--- config.mk ---
export PLATFORM = sky130hd
export DESIGN_NAME = kbd_ring_writer_flat
export DESIGN_NICKNAME = d
export VERILOG_FILES = /design/src/rtl/kbd_ring_writer_if.sv /design/src/rtl/kbd_ring_writer.sv /design/src/flat_wrapper.sv
export SDC_FILE = /design/constraint.sdc
export NUM_CORES = 1
export LEC_CHECK = 0
export CAP_MARGIN = 10
export CORE_MARGIN = 2
export CORE_UTILIZATION = 56
export CTS_CLUSTER_SIZE = 24
export DETAILED_ROUTE_END_ITERATION = 8
export PLACE_DENSITY = 0.84
export SYNTH_ARGS = -nofsm -noshare
export SYNTH_HDL_FRONTEND = slang
export SYNTH_SLANG_ARGS = --single-unit
--- constraint.sdc ---
create_clock -name clk -period 3.4 [get_ports clk]
set_input_delay 0.68 -clock clk [delete_from_list [all_inputs] [get_ports clk]]
set_output_delay 0.68 -clock clk [all_outputs]
set_load 0.005 [all_outputs]
--- src/rtl/kbd_ring_writer_if.sv ---
// Bundles the keyboard byte strobe and the io-port write handshake of kbd_ring_writer.
// master is the writer side; slave is the key source / io arbiter side.
interface kbd_ring_writer_if;
  logic        key_valid;
  logic [7:0]  key_ascii;
  logic        io_gnt;
  logic        io_req;
  logic [15:0] io_addr;
  logic        io_wren;
  logic [7:0]  io_wdata;

  modport master (
    input  key_valid, key_ascii, io_gnt,
    output io_req, io_addr, io_wren, io_wdata
  );

  modport slave (
    output key_valid, key_ascii, io_gnt,
    input  io_req, io_addr, io_wren, io_wdata
  );
endinterface

--- src/rtl/kbd_ring_writer.sv ---
// Buffers decoded keyboard bytes and writes each into a memory ring through the shared io port,
// publishing the updated write pointer after every character.
module kbd_ring_writer #(
  parameter logic [15:0] BUF_BASE   = 16'h0100,
  parameter int          BUF_LEN    = 64,
  parameter logic [15:0] PTR_ADDR   = 16'h0140,
  parameter int          FIFO_DEPTH = 4
) (
  input  logic                        clk,
  input  logic                        rst,
  kbd_ring_writer_if.master           bus,
  output logic [$clog2(FIFO_DEPTH):0] fifo_count,
  output logic                        overflow
);
  localparam int WW    = $clog2(BUF_LEN);
  localparam int FAW   = (FIFO_DEPTH > 1) ? $clog2(FIFO_DEPTH) : 1;
  localparam int CNT_W = $clog2(FIFO_DEPTH) + 1;

  typedef enum logic [1:0] {IDLE, WR_CHAR, WR_PTR} state_t;

  state_t          state, next_state;
  logic [WW-1:0]   wptr;
  logic [7:0]      fifo_mem [FIFO_DEPTH];
  logic [FAW-1:0]  rd_idx, wr_idx;
  logic            full, push, pop;
  logic            io_req;
  logic [15:0]     io_addr;
  logic [7:0]      io_wdata;

  assign full = (fifo_count == CNT_W'(FIFO_DEPTH));
  assign pop  = (state == WR_CHAR) && bus.io_gnt;
  // A pop in the same cycle frees a slot, so a full FIFO can still accept the byte.
  assign push = bus.key_valid && (!full || pop);

  assign bus.io_req   = io_req;
  assign bus.io_wren  = io_req;
  assign bus.io_addr  = io_addr;
  assign bus.io_wdata = io_wdata;

  always_comb begin
    next_state = state;
    io_req     = 1'b0;
    io_addr    = 16'h0000;
    io_wdata   = 8'h00;
    case (state)
      IDLE: begin
        if (fifo_count != '0) next_state = WR_CHAR;
      end
      WR_CHAR: begin
        io_req   = 1'b1;
        io_addr  = BUF_BASE + 16'(wptr);
        io_wdata = fifo_mem[rd_idx];
        if (bus.io_gnt) next_state = WR_PTR;
      end
      WR_PTR: begin
        io_req   = 1'b1;
        io_addr  = PTR_ADDR;
        io_wdata = 8'(wptr);
        // Occupancy after this edge includes a byte pushed in this very cycle.
        if (bus.io_gnt) next_state = ((fifo_count != '0) || push) ? WR_CHAR : IDLE;
      end
      default: next_state = IDLE;
    endcase
  end

  always_ff @(posedge clk) begin
    if (rst) begin
      state      <= IDLE;
      wptr       <= '0;
      rd_idx     <= '0;
      wr_idx     <= '0;
      fifo_count <= '0;
      overflow   <= 1'b0;
    end else begin
      state <= next_state;
      if (pop) begin
        rd_idx <= rd_idx + 1'b1;
        wptr   <= wptr + 1'b1;
      end
      if (push) wr_idx <= wr_idx + 1'b1;
      case ({push, pop})
        2'b10:   fifo_count <= fifo_count + 1'b1;
        2'b01:   fifo_count <= fifo_count - 1'b1;
        default: fifo_count <= fifo_count;
      endcase
      if (bus.key_valid && !push) overflow <= 1'b1;
    end
  end

  always_ff @(posedge clk) begin
    if (push && !rst) fifo_mem[wr_idx] <= bus.key_ascii;
  end
endmodule

--- src/flat_wrapper.sv ---
// flat-port wrapper written by rule: the top's interface ports become plain ports
module kbd_ring_writer_flat 
#(
  parameter logic [15:0] BUF_BASE   = 16'h0100,
  parameter int          BUF_LEN    = 64,
  parameter logic [15:0] PTR_ADDR   = 16'h0140,
  parameter int          FIFO_DEPTH = 4
)
  (clk, rst, fifo_count, overflow, bus_key_valid, bus_key_ascii, bus_io_gnt, bus_io_req, bus_io_addr, bus_io_wren, bus_io_wdata);
  kbd_ring_writer_if bus_i ();
  input  logic clk;
  input  logic rst;
  output logic [$clog2(FIFO_DEPTH):0] fifo_count;
  output logic overflow;
  input wire logic [$bits(bus_i.key_valid)-1:0] bus_key_valid;
  input wire logic [$bits(bus_i.key_ascii)-1:0] bus_key_ascii;
  input wire logic [$bits(bus_i.io_gnt)-1:0] bus_io_gnt;
  output wire logic [$bits(bus_i.io_req)-1:0] bus_io_req;
  output wire logic [$bits(bus_i.io_addr)-1:0] bus_io_addr;
  output wire logic [$bits(bus_i.io_wren)-1:0] bus_io_wren;
  output wire logic [$bits(bus_i.io_wdata)-1:0] bus_io_wdata;
  assign bus_i.key_valid = bus_key_valid;
  assign bus_i.key_ascii = bus_key_ascii;
  assign bus_i.io_gnt = bus_io_gnt;
  assign bus_io_req = bus_i.io_req;
  assign bus_io_addr = bus_i.io_addr;
  assign bus_io_wren = bus_i.io_wren;
  assign bus_io_wdata = bus_i.io_wdata;
  kbd_ring_writer #(.BUF_BASE(BUF_BASE), .BUF_LEN(BUF_LEN), .PTR_ADDR(PTR_ADDR), .FIFO_DEPTH(FIFO_DEPTH)) u_core (.clk(clk), .rst(rst), .bus(bus_i), .fifo_count(fifo_count), .overflow(overflow));
endmodule
== After elaboration in Yosys (flattened, before gate mapping) ==
Memories as Yosys holds them, arrays and structs flattened. A register that Yosys moved wholly into a read port is not among the register bits.
Index checks and enable logic that the tools add are counted.
Storage, ports and cells
  register bits: 16
  RAM bits: 32
  memories kept: 1
Memories
  u_core.fifo_mem: words 4, width 8, rd ports 1, clocked after memory_dff 1, wr ports 1, RTL line kbd_ring_writer.sv:23  | logic [7:0] fifo_mem [FIFO_DEPTH];
Operators by class
  add/subtract/negate cells: 6
  equality and inequality tests: 8
  muxes and demuxes: 13
  reductions and logical operators: 14
Operators with widths (number)
  $pmux W16 S2: 1
  $pmux W8 S2: 1
  $add A9 B6 Y10 const A: 1
  $mux W2: 5
  $add A6 B1 Y6 const B: 1
  $pmux W2 S3: 1
  $pmux W3 S2: 1
  $add A2 B1 Y2 const B: 2
  $eq A2 B1 Y1 const B: 2
  $eq A2 B2 Y1 const B: 2
  $logic_and A1 B1 Y1: 4
  $mux W1: 4
  $ne A2 B2 Y1 const B: 2
  $add A3 B1 Y3 const B: 1
  $eq A3 B3 Y1 const B: 1
  $logic_not A1 Y1: 3
  $reduce_and A3 Y1: 1
  $reduce_bool A3 Y1: 1
  $sub A3 B1 Y3 const B: 1
  $logic_not A2 Y1: 1
  $logic_or A1 B1 Y1: 2
  $ne A2 B1 Y1 const B: 1
  $reduce_bool A2 Y1: 1
  $reduce_or A2 Y1: 1

== Logic depth before layout (Yosys ltp) ==
  depth after elaboration: 8
  depth in mapped cells: 10
  depth with buffers taken out: 10

== Worst setup path before layout ==
No wires, ideal clock.
  path kind: input -> register
  from: in bus_io_gnt
  to: reg u_core.fifo_count[2]
  setup time: 0.070 ns
  arrival time: 2.173 ns
  data required time: 3.330 ns
  slack: 1.158 ns
  cell stages on the path: 8
  buffers on the path: 0
  cells stage by stage: a211o_2 > o21a_1 > inv_1 > ha_1 > fa_1 > xnor2_1 > or3_1 > a21oi_1
Between the ends
  cells in the longest elaborated chain, start to end: 5
  elaborated cells on any way between the ends: 7
RTL lines
  start: declaration: RTL line flat_wrapper.sv:17  | input wire logic [$bits(bus_i.io_gnt)-1:0] bus_io_gnt;
  $logic_and A1 B1 Y1 *: RTL line kbd_ring_writer.sv:31  | assign pop = (state == WR_CHAR) && bus.io_gnt;
  $logic_or A1 B1 Y1: RTL line kbd_ring_writer.sv:33  | assign push = bus.key_valid && (!full || pop);
  $logic_and A1 B1 Y1: RTL line kbd_ring_writer.sv:33
  $eq A2 B1 Y1 or $eq A2 B2 Y1 (tied branches): RTL line kbd_ring_writer.sv:81  | case ({push, pop})
  $pmux W3 S2 or $reduce_bool A2 Y1 (tied branches)
  end signal: assignment: RTL line kbd_ring_writer.sv:82  | 2'b10: fifo_count <= fifo_count + 1'b1;
  end signal: assignment: RTL line kbd_ring_writer.sv:83  | 2'b01: fifo_count <= fifo_count - 1'b1;
  end signal: assignment: RTL line kbd_ring_writer.sv:84  | default: fifo_count <= fifo_count;
  end: declaration: RTL line kbd_ring_writer.sv:12  | output logic [$clog2(FIFO_DEPTH):0] fifo_count,
Mark *: on every way between the ends. The rest lies on a longest branch, timed or not.
A chain may end at the register's enable or synchronous reset.

== Worst setup path after layout ==
  from: reg u_core.state[0]
  to: out bus_io_wdata[2]
Between the ends
  cells in the longest elaborated chain, start to end: 2
  elaborated cells on any way between the ends: 3
RTL lines
  start: declaration: RTL line kbd_ring_writer.sv:21  | state_t state, next_state;
  start signal: assignment: RTL line kbd_ring_writer.sv:75  | state <= next_state;
  $eq A2 B2 Y1 or $eq A2 B1 Y1 (tied branches): RTL line kbd_ring_writer.sv:45  | case (state)
  $pmux W8 S2 *: RTL line kbd_ring_writer.sv:45
  end: declaration: RTL line flat_wrapper.sv:21  | output wire logic [$bits(bus_i.io_wdata)-1:0] bus_io_wdata;
Marks and branches as above.

==> qor.yml <==
p_per_area_nw_per_um2: 551
fmax_ghz: 0.330
cts_resized: 0
h-tree-depth: 2
netlist_area_um2: 2310
grt_usage_pct: 20.8
wire_per_inst_um: 16.4
yosysTopAreaCell: "edfxtp_1"
fillers: 280
final_layout_size_suffix_gt1_share_pct: 10.5
drt_iter0_markers: 78
ys_ff_latch: 50
cap_violations: 0
r2r-start: "u_core.state[1]"
vias: 1444
cts_sinks: 50
grt_pass1_wl_mm: 6.76
worstSetupStartpoint: "u_core.state[0]"
antenna_found_initial: 0
ant_nets: 0
cts_tree: "yes"
seq_area_frac_synth_pct: 57.1
required_ns: 2.72
die_w_um: 68.3
num_io_pins: 42
ctsHoldBuffers: 0
cts_made_buffers: 5
ctsRootBufferMaster: "clkbuf_8"
die_area_um2: 4660
p_leak_uw: 0.000979
synth.area.top_cells: "edfxtp_1 (42%), dfxtp_1 (16%), mux4_2 (7.8%)"
worstHoldStart: "u_core.wptr[5]"
grt_max_degree: 20
path_max_fanout: 10
drc: 0
path_clk_slew_ns: 0.08
slew_headroom_pct: 56.0
clock_path_buffers: 2
min_path_type: "reg -> reg"
antenna_cells: 0
setup_viol: 0
nNetsFinal: 232
whs_ns: 0.507
synth-warning-count: 0
grt.met1_usage_pct: 23.3
synth_top_area_share_pct: 41.6
worstSkewPairLatency_ns: 0.30
finalCriticalPeriod_ns: 3.03
post_cts.repair.setup_buffers: 0
port_buffers: 33
crit_type: "reg -> out"
grtUsageMet3_pct: 5.26
ys_types: 35
crit_arrival_ns: 2.35
grt_pass1_vias: 1399
wirelength_mm: 4.25
rsz0062_at_grt: "no"
ys.flop_type: "edfxtp_1"
synth_edf_count: 32
grtUsageMet2_pct: 37.5
core_um2: 4000
viasPerCell: 5.58
mostFrequentLayoutCells: "clkdlybuf4s50_1 (33), edfxtp_1 (32), dfxtp_1 (18)"
gp_congestion: 0.744
slew_viol_final: 0
drtPass1Iterations: 4
row_count: 23
async_flop_share_pct: 0
finalHoldViolations: 0
period_share_pct: 89.0
fp.dieH_um: 68.3
dp_hpwl_mm: 3.13
status: "complete, no violations"
avgSynthCellArea_um2: 13.4
start_kind: "flip-flop"
critPathCaptureType: "output pin"
skew_ns: 0.00146
tightest_slew_ns: 0.658
peakVddDrop_mv: 0.377
start_util_pct: 57.8
area_delta_synth_final_pct: 18.1
grt_overflow: 0
top_usage_layer: "met2"
final_common_cell: "clkdlybuf4s50_1"
setup_tns_ns: 0
syn_inst: 173
==> per-stage QoR <==
step	utilization, %	instance area [um2]	std cells	setup WS, ns	power (uW)
2_1_floorplan	-	2340	180	1.16	1040
3_3_place_gp	66.2	2650	251	0.441	1160
3_5_place_dp	66.2	2650	251	0.368	1200
4_1_cts	68.3	2730	259	0.356	1510
5_1_grt	68.3	2730	259	0.242	1580
6_report	68.3	2730	259	0.373	1500
==> path summary, 6_finish.rpt <==
kind | endpoint | slack (ns) | cells after the start
max | bus_io_wdata[2] | 0.37 | 5
min | u_core.wptr[5] | 0.51 | 2
max reg2reg | u_core.fifo_count[2] | 0.77 | 10
min reg2reg | u_core.wptr[5] | 0.51 | 2
==> power by group <==
group,switching [uW],internal (uW)
clock network,181,141
logic,200,228
registers,60.3,693
==> synth_stat cells, drive strengths merged (2+ instances only) <==
master and count:
or4 3, dfxtp 18, nand3 5, nand2 5, mux2i 2, or3 3, buf 14, xor2 5
mux4 8, ha 11, nand2b 2, nor3b 4, edfxtp 32, nor2 12, o21ai 4, inv 8
and2 8, a21oi 7, clkbuf 3, a32o 6
==> cell type report <==
type                    instances  area [um2]  share of cell area [%]
inverters                       8        30.0                    1.10
clock inverters                 2        8.76                   0.321
multi-input cells             105         868                    31.8
well taps                      50        62.6                    2.29
clock buffers                   6        72.6                    2.66
repair buffers                 38         368                    13.5
flip-flops and latches         50        1320                    48.4
==> logic make-up after synthesis <==
| group | synth area share [%] |
|---|---|
| multiplexers | 9.14 |
| buffers and inverters | 6.44 |
| XOR/XNOR | 2.27 |
| other | 0.162 |
| AND/OR/NAND/NOR | 10.4 |
| adder cells (fa/ha/maj) | 6.82 |
| AO/OA/AOI/OAI | 7.58 |
| flip-flops | 57.1 |
==> registers in the layout, indices dropped and copies added (netlist names), named ones only <==
name	count
u_core.state	2
u_core.overflow	1
u_core.fifo_count	3
u_core.wptr	6
u_core.fifo_mem	32
u_core.rd_idx	2
u_core.wr_idx	2
==> routing by layer <==
| metal | share of wire [%] | wire length (um) |
|---|---|---|
| met1 | 41 | 1740 |
| met2 | 53 | 2240 |
| met3 | 4.6 | 195 |
| met4 | 1.7 | 74 |
| met5 | 0 | 0 |
==> worst max-delay path: stages (launching register included) <==
cell	delay [ns]
dfxtp_1	0.39
inv_1	0.10
ha_1	0.49
and2_1	0.36
a32o_1	0.18
clkdlybuf4s50_1	0.52
No activity file was read; power rests on OpenSTA's default activity.
